## config.mk

```make
export PLATFORM = sky130hd
export DESIGN_NAME = output_argmax
export DESIGN_NICKNAME = d
export VERILOG_FILES = /design/src/rtl/output_argmax.sv
export SDC_FILE = /design/constraint.sdc
export NUM_CORES = 1
export LEC_CHECK = 0
export ABC_AREA = 0
export CAP_MARGIN = 5
export CORE_MARGIN = 2
export CORE_UTILIZATION = 25
export CTS_CLUSTER_SIZE = 20
export DETAILED_ROUTE_END_ITERATION = 16
export MAX_ROUTING_LAYER = met4
export PLACE_DENSITY = 0.42
export SYNTH_ARGS = -nofsm -noshare
export SYNTH_HDL_FRONTEND = slang
export SYNTH_SLANG_ARGS = --single-unit
```

## constraint.sdc

```tcl
create_clock -name clk -period 3.65 [get_ports clk]
set_input_delay 0.73 -clock clk [delete_from_list [all_inputs] [get_ports clk]]
set_output_delay 0.73 -clock clk [all_outputs]
set_load 0.02 [all_outputs]
```

## src/rtl/output_argmax.sv

```systemverilog
// output_argmax
// Classification stage behind the final MLP layer. When the layer signals
// valid, the whole neuron-output vector is captured into a buffer. The
// buffer is then walked one entry per cycle to find the maximum, and the
// winning class index and value are offered on a valid/ready handshake.
// Ties keep the lowest index. An i_valid that arrives while a vector is
// being scanned, or while a result is waiting, is ignored and reported on
// drop. When a result is consumed in the same cycle that a new vector
// arrives, the new vector is captured with no idle bubble.
module output_argmax #(
    parameter int NN         = 10,
    parameter int dataWidth  = 16,
    parameter int indexWidth = 4,
    parameter bit isSigned   = 1'b1
) (
    input  logic                     clk,
    input  logic                     rst,
    input  logic                     i_valid,
    input  logic [NN*dataWidth-1:0]  i_data,
    output logic                     o_valid,
    input  logic                     o_ready,
    output logic [indexWidth-1:0]    o_index,
    output logic [dataWidth-1:0]     o_maxValue,
    output logic                     busy,
    output logic                     drop
);

    typedef enum logic [1:0] {
        IDLE = 2'd0,
        SCAN = 2'd1,
        DONE = 2'd2
    } state_t;

    // Index of the last entry; the scan ends after comparing this one.
    localparam logic [indexWidth-1:0] LAST_IDX = indexWidth'(NN - 1);

    state_t                 r_state;
    state_t                 w_state_next;

    // Capture buffer and running scan state.
    logic [dataWidth-1:0]   r_buf [NN];
    logic [dataWidth-1:0]   r_max;
    logic [indexWidth-1:0]  r_idx;
    logic [indexWidth-1:0]  r_cnt;

    // Registered outputs.
    logic                   r_valid;
    logic [indexWidth-1:0]  r_index;
    logic [dataWidth-1:0]   r_maxValue;
    logic                   r_busy;
    logic                   r_drop;

    // Decoded control and datapath wires.
    logic [dataWidth-1:0]   w_entry [NN];
    logic [dataWidth-1:0]   w_cand;
    logic                   w_greater;
    logic                   w_handshake;
    logic                   w_capture;
    logic                   w_ignore;

    // Split the flat input bus into one word per class.
    genvar gi;
    generate
        for (gi = 0; gi < NN; gi++) begin : g_unpack
            assign w_entry[gi] = i_data[gi*dataWidth +: dataWidth];
        end
    endgenerate

    // Entry currently under comparison.
    assign w_cand = r_buf[r_cnt];

    // Strictly-greater compare in the configured number format, so an
    // equal later entry never displaces an earlier winner.
    generate
        if (isSigned) begin : g_signed_cmp
            assign w_greater = $signed(w_cand) > $signed(r_max);
        end else begin : g_unsigned_cmp
            assign w_greater = w_cand > r_max;
        end
    endgenerate

    // Handshake, capture and overflow decode. A new vector is taken only
    // when the stage is idle or the pending result leaves in this cycle.
    always_comb begin
        w_handshake = 1'b0;
        w_capture   = 1'b0;
        w_ignore    = 1'b0;
        w_handshake = (r_state == DONE) && r_valid && o_ready;
        w_capture   = i_valid && ((r_state == IDLE) || w_handshake);
        w_ignore    = i_valid && !w_capture;
    end

    // Next-state logic.
    always_comb begin
        w_state_next = r_state;
        case (r_state)
            IDLE: begin
                if (w_capture) begin
                    w_state_next = (NN == 1) ? DONE : SCAN;
                end
            end
            SCAN: begin
                if (r_cnt == LAST_IDX) begin
                    w_state_next = DONE;
                end
            end
            DONE: begin
                if (w_handshake) begin
                    if (w_capture) begin
                        w_state_next = (NN == 1) ? DONE : SCAN;
                    end else begin
                        w_state_next = IDLE;
                    end
                end
            end
            default: w_state_next = IDLE;
        endcase
    end

    // State register; busy is registered alongside it so it tracks the state.
    always_ff @(posedge clk or negedge rst) begin
        if (!rst) begin
            r_state <= IDLE;
            r_busy  <= 1'b0;
        end else begin
            r_state <= w_state_next;
            r_busy  <= (w_state_next != IDLE);
        end
    end

    // Capture the vector and run the sequential maximum search.
    always_ff @(posedge clk or negedge rst) begin
        if (!rst) begin
            for (int k = 0; k < NN; k++) begin
                r_buf[k] <= '0;
            end
            r_max <= '0;
            r_idx <= '0;
            r_cnt <= '0;
        end else if (w_capture) begin
            for (int k = 0; k < NN; k++) begin
                r_buf[k] <= w_entry[k];
            end
            r_max <= w_entry[0];
            r_idx <= '0;
            r_cnt <= indexWidth'(1);
        end else if (r_state == SCAN) begin
            if (w_greater) begin
                r_max <= w_cand;
                r_idx <= r_cnt;
            end
            r_cnt <= r_cnt + indexWidth'(1);
        end
    end

    // Result register: loaded on the first DONE cycle, held until accepted.
    always_ff @(posedge clk or negedge rst) begin
        if (!rst) begin
            r_valid    <= 1'b0;
            r_index    <= '0;
            r_maxValue <= '0;
        end else if (r_state == DONE) begin
            if (w_handshake) begin
                r_valid <= 1'b0;
            end else if (!r_valid) begin
                r_valid    <= 1'b1;
                r_index    <= r_idx;
                r_maxValue <= r_max;
            end
        end
    end

    // One-cycle drop pulse for every ignored i_valid cycle.
    always_ff @(posedge clk or negedge rst) begin
        if (!rst) begin
            r_drop <= 1'b0;
        end else begin
            r_drop <= w_ignore;
        end
    end

    assign o_valid    = r_valid;
    assign o_index    = r_index;
    assign o_maxValue = r_maxValue;
    assign busy       = r_busy;
    assign drop       = r_drop;

endmodule
```

==> flow_summary.ini, run 1 <==
[final_layout]
layout.nets = 1395
fin_util = 0.3440
seqCellArea_um2 = 5235
multiInputGateArea_um2 = 4214
antenna_cells = 0
layout-drive-gt1-share = 0.1163
filler_cell_count = 4019
stdcell_count = 1748
syn_to_final_growth_pct = 35.95

[routing]
wire_per_inst_um = 19.68
via_per_inst = 4.462
first_pass_iters = 5
routed-via-count = 7800
antenna_left = 0
route.detailed.drc = 0
drt_iter0_markers = 506
routed_wl_um = 34390

[sta]
fmax_mhz = 288.8
fin_skew_ps = 15.34
post-route-period-util = 0.9485
slew_headroom = 0.4263
slew_violations = 0
setup_ws_ps = 187.8
worstMarginPinSlew_ps = 860.6
rsz0062_at_grt = false
finalCriticalPeriod_ps = 3462
finalHoldViolCount = 0
finalSetupViolCount = 0

[cts]
clock_path_buffers = 3
root_buffer = clkbuf_16
cts_tree = built
holdBufCountCts = 0
worst_skew_pair.late_latency_ps = 540
path_clk_slew_ps = 60
cts.sinks = 209
cts_buffers = 25
ctsHtreeMaxLevel = 1

[placed_design]
portBuffers = 186
gp_congestion = 0.8908
place_ws_ps = -12.72
place_inst = 1695
dpl.hpwl_um = 25510

[critical_path]
regToRegSetupSlack_ps = 190
cp_slowest_stage_delay_ps = 540
start_kind = flip-flop
required_ps = 4110
cp_slowest_cell = mux4_2
worstReg2RegEnd = r_max[0]$_DFFE_PN0P_
critical_path_class = flip-flop to flip-flop
crit_arrival_ps = 3920
path_cells = buf_12 -> buf_8 -> buf_4 -> mux4_2 -> a22oi_2 -> o21a_1 -> ha_1 -> nand2b_1 -> a21oi_1 -> o21a_1 -> or3_4 -> buf_4 -> a41o_1 -> o21ai_1
end_kind = flip-flop
worst-r2r-cell-count = 14
timing.rr.start = r_cnt[0]$_DFFE_PN0P_
crit_fanout = 10

[grt]
grt_pass1_vias = 8184
grt_overflow = 0
grt.total_usage = 0.1722
grt_antenna_before_repair = 0
grt_pass1_wl_um = 51360
grt_max_degree = 181

[synthesis]
ys_seq_elements = 209
ys_seq_area_frac = 0.5360
netlist_instances = 1023
synth_area_um2 = 9757
synth_top_area_share = 0.5360
ys_async_sr_fraction = 1.000
synth_fp_nets = 1205
yosysTopAreaCell = dfrtp_1
synth_edf_count = 0
ys_warn_count = 0
synth_area_leaders = dfrtp_1 (54%), nand2_1 (19%), mux4_2 (7.4%)
synth.distinct_cells = 41
avgSynthCellArea_um2 = 9.537
ys.flop_type = dfrtp_1

[power_and_ir_drop]
vdd_ir_drop_max_uv = 469.1
switching_power_w = 0.005324
clkPwrFrac = 0.188
cellLeakagePower_nw = 6.341
internal_power_w = 0.007843
combPwrFrac = 0.484
powerDensity_nw_per_um2 = 992.7
swShare = 0.4044
pwr-share-seq = 0.327

[die]
die_y_um = 201.6
rows = 72
die_x_um = 201.6
coreArea_um2 = 38560
fp.dieArea_um2 = 40620
ios = 187
initial_utilization = 0.2531

[worst_hold_path]
hp-class = primary input to async pin

[outcome]
outcome = completed

[job]
cap_violations = 0
[logic make-up after synthesis]
group	after synthesis	synth area share
simple gates	535	0.2158
flops	209	0.5360
compound gates	102	0.06643
buf+inv	84	0.03847
mux	72	0.1175
fa+ha+maj	18	0.02308
xor+xnor	3	0.002693
[area by class of cell]
cell class,instances,area share
Inverter,22,0.006226
Clock inverter,5,0.006980
Multi-Input combinational cell,730,0.3177
Tap cell,518,0.04886
Timing Repair Buffer,225,0.1722
Sequential cell,209,0.3947
Clock buffer,39,0.05339
[worst max path at each step]
stage	startpoint	slack [ps]	end
after floorplan	r_cnt[1]$_DFFE_PN0P_	380	r_max[10]$_DFFE_PN0P_
after global placement	r_cnt[0]$_DFFE_PN0P_	-30	r_max[7]$_DFFE_PN0P_
after detailed placement	r_cnt[0]$_DFFE_PN0P_	-10	r_max[7]$_DFFE_PN0P_
after CTS	r_cnt[0]$_DFFE_PN0P_	80	r_max[2]$_DFFE_PN0P_
after global routing	r_cnt[0]$_DFFE_PN0P_	3	r_max[3]$_DFFE_PN0P_
final	r_cnt[0]$_DFFE_PN0P_	190	r_max[0]$_DFFE_PN0P_
[metal layers]
metal	global-route usage	routed length, um	up-vias
met5	-	0	-
met4	0.04333	858	0
met3	0.02154	1311	46
met2	0.2776	16580	178
met1	0.2306	15640	3823
li1	-	-	3753
[flip-flops by register name (all words and copies together), names as in the netlist]
register,cells
r_max,16
r_buf,160
o_maxValue,16
r_state,2
o_index,4
busy,1
r_idx,4
r_cnt,4
o_valid,1
drop,1
[per-stage QoR]
step	hold slack [ps]	power [W]	area [um2]	TNS, ps
floorplan	434.4	0.008059	9757	0
global placement	454.6	0.01041	12310	-232.4
detailed placement	459.3	0.01043	12310	-27.84
CTS	254.9	0.01299	13120	0
global route	270.2	0.01413	13260	0
finish	210.3	0.01317	13260	0
[cell usage after synthesis (17+ instances only)]
cell type  count
a22oi_1       17
a31oi_1       17
clkbuf_1      46
dfrtp_1      209
ha_1          18
inv_1         22
mux2_2        20
mux2i_1       20
mux4_2        32
nand2_1      493
nand2b_1      19
o21ai_1       34
[worst max-delay path, delay by kind of cell (launching register included)]
family / cells / cell delay [ps]
and+or+nand+nor: 2 / 480
DFF: 1 / 460
muxes: 1 / 540
adders and majority gates: 1 / 150
buffers and inverters: 4 / 630
AOI/OAI and AO/OA: 6 / 1110
[power groups by stage]
| stage | combinational [W] | clock (W) | sequential, W |
|---|---|---|---|
| after CTS | 0.00612 | 0.00255 | 0.00433 |
| after floorplan | 0.00401 | 0 | 0.00405 |
| after global routing | 0.00704 | 0.00265 | 0.00443 |
| after global placement | 0.00604 | 0 | 0.00438 |
| final | 0.00637 | 0.00248 | 0.00431 |
| after detailed placement | 0.00608 | 0 | 0.00436 |
[what timing repair did]
| action | in CTS | in global routing |
|---|---|---|
| resized for setup | 1 | 10 |
| endpoints found under the setup margin | 15 | 19 |
| setup buffers | 0 | 8 |
| pin swaps | 0 | 3 |
| endpoints found under the hold margin | 0 | 0 |
| gates cloned | 0 | 1 |
[placed cells by master, fill, tap and decap left out, types with 3 or more instances in the layout]
cell and n:
nand2_1 492, dfrtp_1 207, clkdlybuf4s50_1 185, o21ai_1 34, mux4_2 32, buf_4 29
clkbuf_16 26, inv_1 22, mux2i_1 20, mux2_2 20, nand2b_1 19, ha_1 18
a31oi_1 17, o31ai_1 15, a22oi_1 11, clkbuf_1 11, buf_12 8, a21oi_1 7
nor2_1 7, a22oi_2 6, nand4_1 4, clkbuf_8 4, nor2b_1 3
Power figures use the tool's default switching activity.
==> inputs of run 2 (changes only) <==
--- a/config.mk
+++ b/config.mk
@@ -9,6 +9,7 @@
 export CAP_MARGIN = 5
 export CORE_MARGIN = 2
 export CORE_UTILIZATION = 25
+export CTS_BUF_LIST = sky130_fd_sc_hd__clkbuf_4
 export CTS_CLUSTER_SIZE = 20
 export DETAILED_ROUTE_END_ITERATION = 16
 export MAX_ROUTING_LAYER = met4
==> flow_summary.ini, run 2 (synthesis results as in run 1) <==
[outcome]
outcome = completed

[routing]
via_per_inst = 4.396
drt_iter0_markers = 582
routed-via-count = 7979
route.detailed.drc = 0
wire_per_inst_um = 19.16
routed_wl_um = 34780
antenna_left = 0
first_pass_iters = 5

[cts]
cts.sinks = 209
clock_path_buffers = 3
path_clk_slew_ps = 80
cts_buffers = 58
ctsHtreeMaxLevel = 2
worst_skew_pair.late_latency_ps = 680
root_buffer = clkbuf_4
cts_tree = built
holdBufCountCts = 0

[power_and_ir_drop]
power_w = 0.01301
cellLeakagePower_nw = 6.452
powerDensity_nw_per_um2 = 978.8
vdd_ir_drop_max_uv = 401.5

[sta]
finalHoldViolCount = 0
post-route-period-util = 0.9560
worstMarginPinSlew_ps = 1015
finalCriticalPeriod_ps = 3490
setup_ws_ps = 160.4
slew_headroom = 0.3232
finalSetupViolCount = 0
slew_violations = 0
fmax_mhz = 286.6
fin_skew_ps = 41.31
finalSetupTns_ps = 0

[critical_path]
path_cells = buf_12 -> buf_4 -> mux4_2 -> a22oi_2 -> o21ai_1 -> ha_1 -> a21o_1 -> o21a_1 -> or3_4 -> buf_4 -> a41o_1 -> o21ai_1
crit_arrival_ps = 4070
crit_buf_inv = 3
regToRegSetupSlack_ps = 160
end_kind = flip-flop
crit_fanout = 9
timing.rr.start = r_cnt[0]$_DFFE_PN0P_
cp_slowest_stage_delay_ps = 540
worstReg2RegEnd = r_max[0]$_DFFE_PN0P_
start_kind = flip-flop
critical_path_class = flip-flop to flip-flop
required_ps = 4230
cp_slowest_cell = mux4_2
worst-r2r-cell-count = 12
cp_top_family = compound AO/OA/AOI/OAI gates

[final_layout]
multiInputGateArea_um2 = 4218
final_cell_mix = nand2_1 (492), dfrtp_1 (207), clkdlybuf4s50_1 (185)
final_common_cell = nand2_1
syn_to_final_growth_pct = 36.28
seqCellArea_um2 = 5235
largest_reg_flops = 160
filler_cell_count = 4084
layout-drive-gt1-share = 0.1628
layout.nets = 1433
stdcell_count = 1815
top_register = r_buf

[die]
coreArea_um2 = 38560
fp.dieArea_um2 = 40620
rows = 72
initial_utilization = 0.2531
die_x_um = 201.6
die_y_um = 201.6
ios = 187

[grt]
grt_antenna_before_repair = 1
grt_max_degree = 181
grt_pass1_vias = 8418
grt.total_usage = 0.1742
grt_overflow = 0
grt_pass1_wl_um = 51840

[placed_design]
gp_congestion = 0.8908
dpl.hpwl_um = 25510
place_ws_ps = -12.72
portBuffers = 186
place_inst = 1695

[worst_hold_path]
hp-class = primary input to async pin

[job]
cap_violations = 0
## run 2: cell types whose count changed in the layout (fill, tap and decap cells not counted), sizes merged
| cell | before | now |
|---|---|---|
| clkbuf | 41 | 96 |
| clkinv | 1 | 10 |
| buf | 38 | 42 |
| bufinv | 2 | 1 |
| diode | 0 | 1 |
| inv | 23 | 22 |
## run 2: worst max path at each step
stage | startpoint | endpoint | cells after the start
2_1_floorplan | r_cnt[1]$_DFFE_PN0P_ | r_max[10]$_DFFE_PN0P_ | 14
3_3_place_gp | r_cnt[0]$_DFFE_PN0P_ | r_max[7]$_DFFE_PN0P_ | 11
3_5_place_dp | r_cnt[0]$_DFFE_PN0P_ | r_max[7]$_DFFE_PN0P_ | 11
4_1_cts | r_cnt[0]$_DFFE_PN0P_ | r_max[2]$_DFFE_PN0P_ | 12
5_1_grt | r_cnt[0]$_DFFE_PN0P_ | r_max[5]$_DFFE_PN0P_ | 14
6_report | r_cnt[0]$_DFFE_PN0P_ | r_max[0]$_DFFE_PN0P_ | 12
## run 2: stage by stage
stage,hold WS (ps),instance area [um2],util
after floorplan,434.4,9757,-
after global placement,454.6,12310,0.3193
after detailed placement,459.3,12310,0.3193
after CTS,61.07,13090,0.3395
after global routing,68.13,13300,0.3449
final,77.11,13300,0.3449
## run 2: layout make-up
type / count / area share
Sequential cell: 209 / 0.3937
Multi-Input combinational cell: 730 / 0.3172
Timing Repair Buffer: 230 / 0.1756
Clock buffer: 93 / 0.05251
Tap cell: 518 / 0.04874
Inverter: 22 / 0.006211
Clock inverter: 12 / 0.005834
Antenna cell: 1 / 0.0001882
## run 2: where the power goes
part	leakage, nW	internal, W	switching [W]
Combinational	3.39	0.00299	0.00348
Clock	0.463	0.00122	0.00100
Sequential	2.60	0.00346	0.000867
Total	6.45	0.00766	0.00535
## run 2: what timing repair did
action,in CTS,in global routing
pin swaps,0,2
gates cloned,0,2
endpoints found under the setup margin,15,20
buffers inserted,0,12
gates resized for setup,1,10
## run 2: metal layers
| metal | track usage | part of all wire | routed length [um] | vias up |
|---|---|---|---|---|
| met5 | - | 0 | 0 | - |
| met4 | 0.04674 | 0.016 | 564 | 0 |
| met3 | 0.02948 | 0.041 | 1419 | 37 |
| met2 | 0.2800 | 0.49 | 16990 | 195 |
| met1 | 0.2278 | 0.45 | 15800 | 3878 |
| li1 | - | - | - | 3869 |
==> inputs of run 3 (changes only) <==
--- a/config.mk
+++ b/config.mk
@@ -10,7 +10,6 @@
 export CORE_MARGIN = 2
 export CORE_UTILIZATION = 25
 export CTS_BUF_LIST = sky130_fd_sc_hd__clkbuf_4
-export CTS_CLUSTER_SIZE = 20
 export DETAILED_ROUTE_END_ITERATION = 16
 export MAX_ROUTING_LAYER = met4
 export PLACE_DENSITY = 0.42
==> results of run 3 <==
No change in the layout: final DEF, timing and power equal those of run 2.
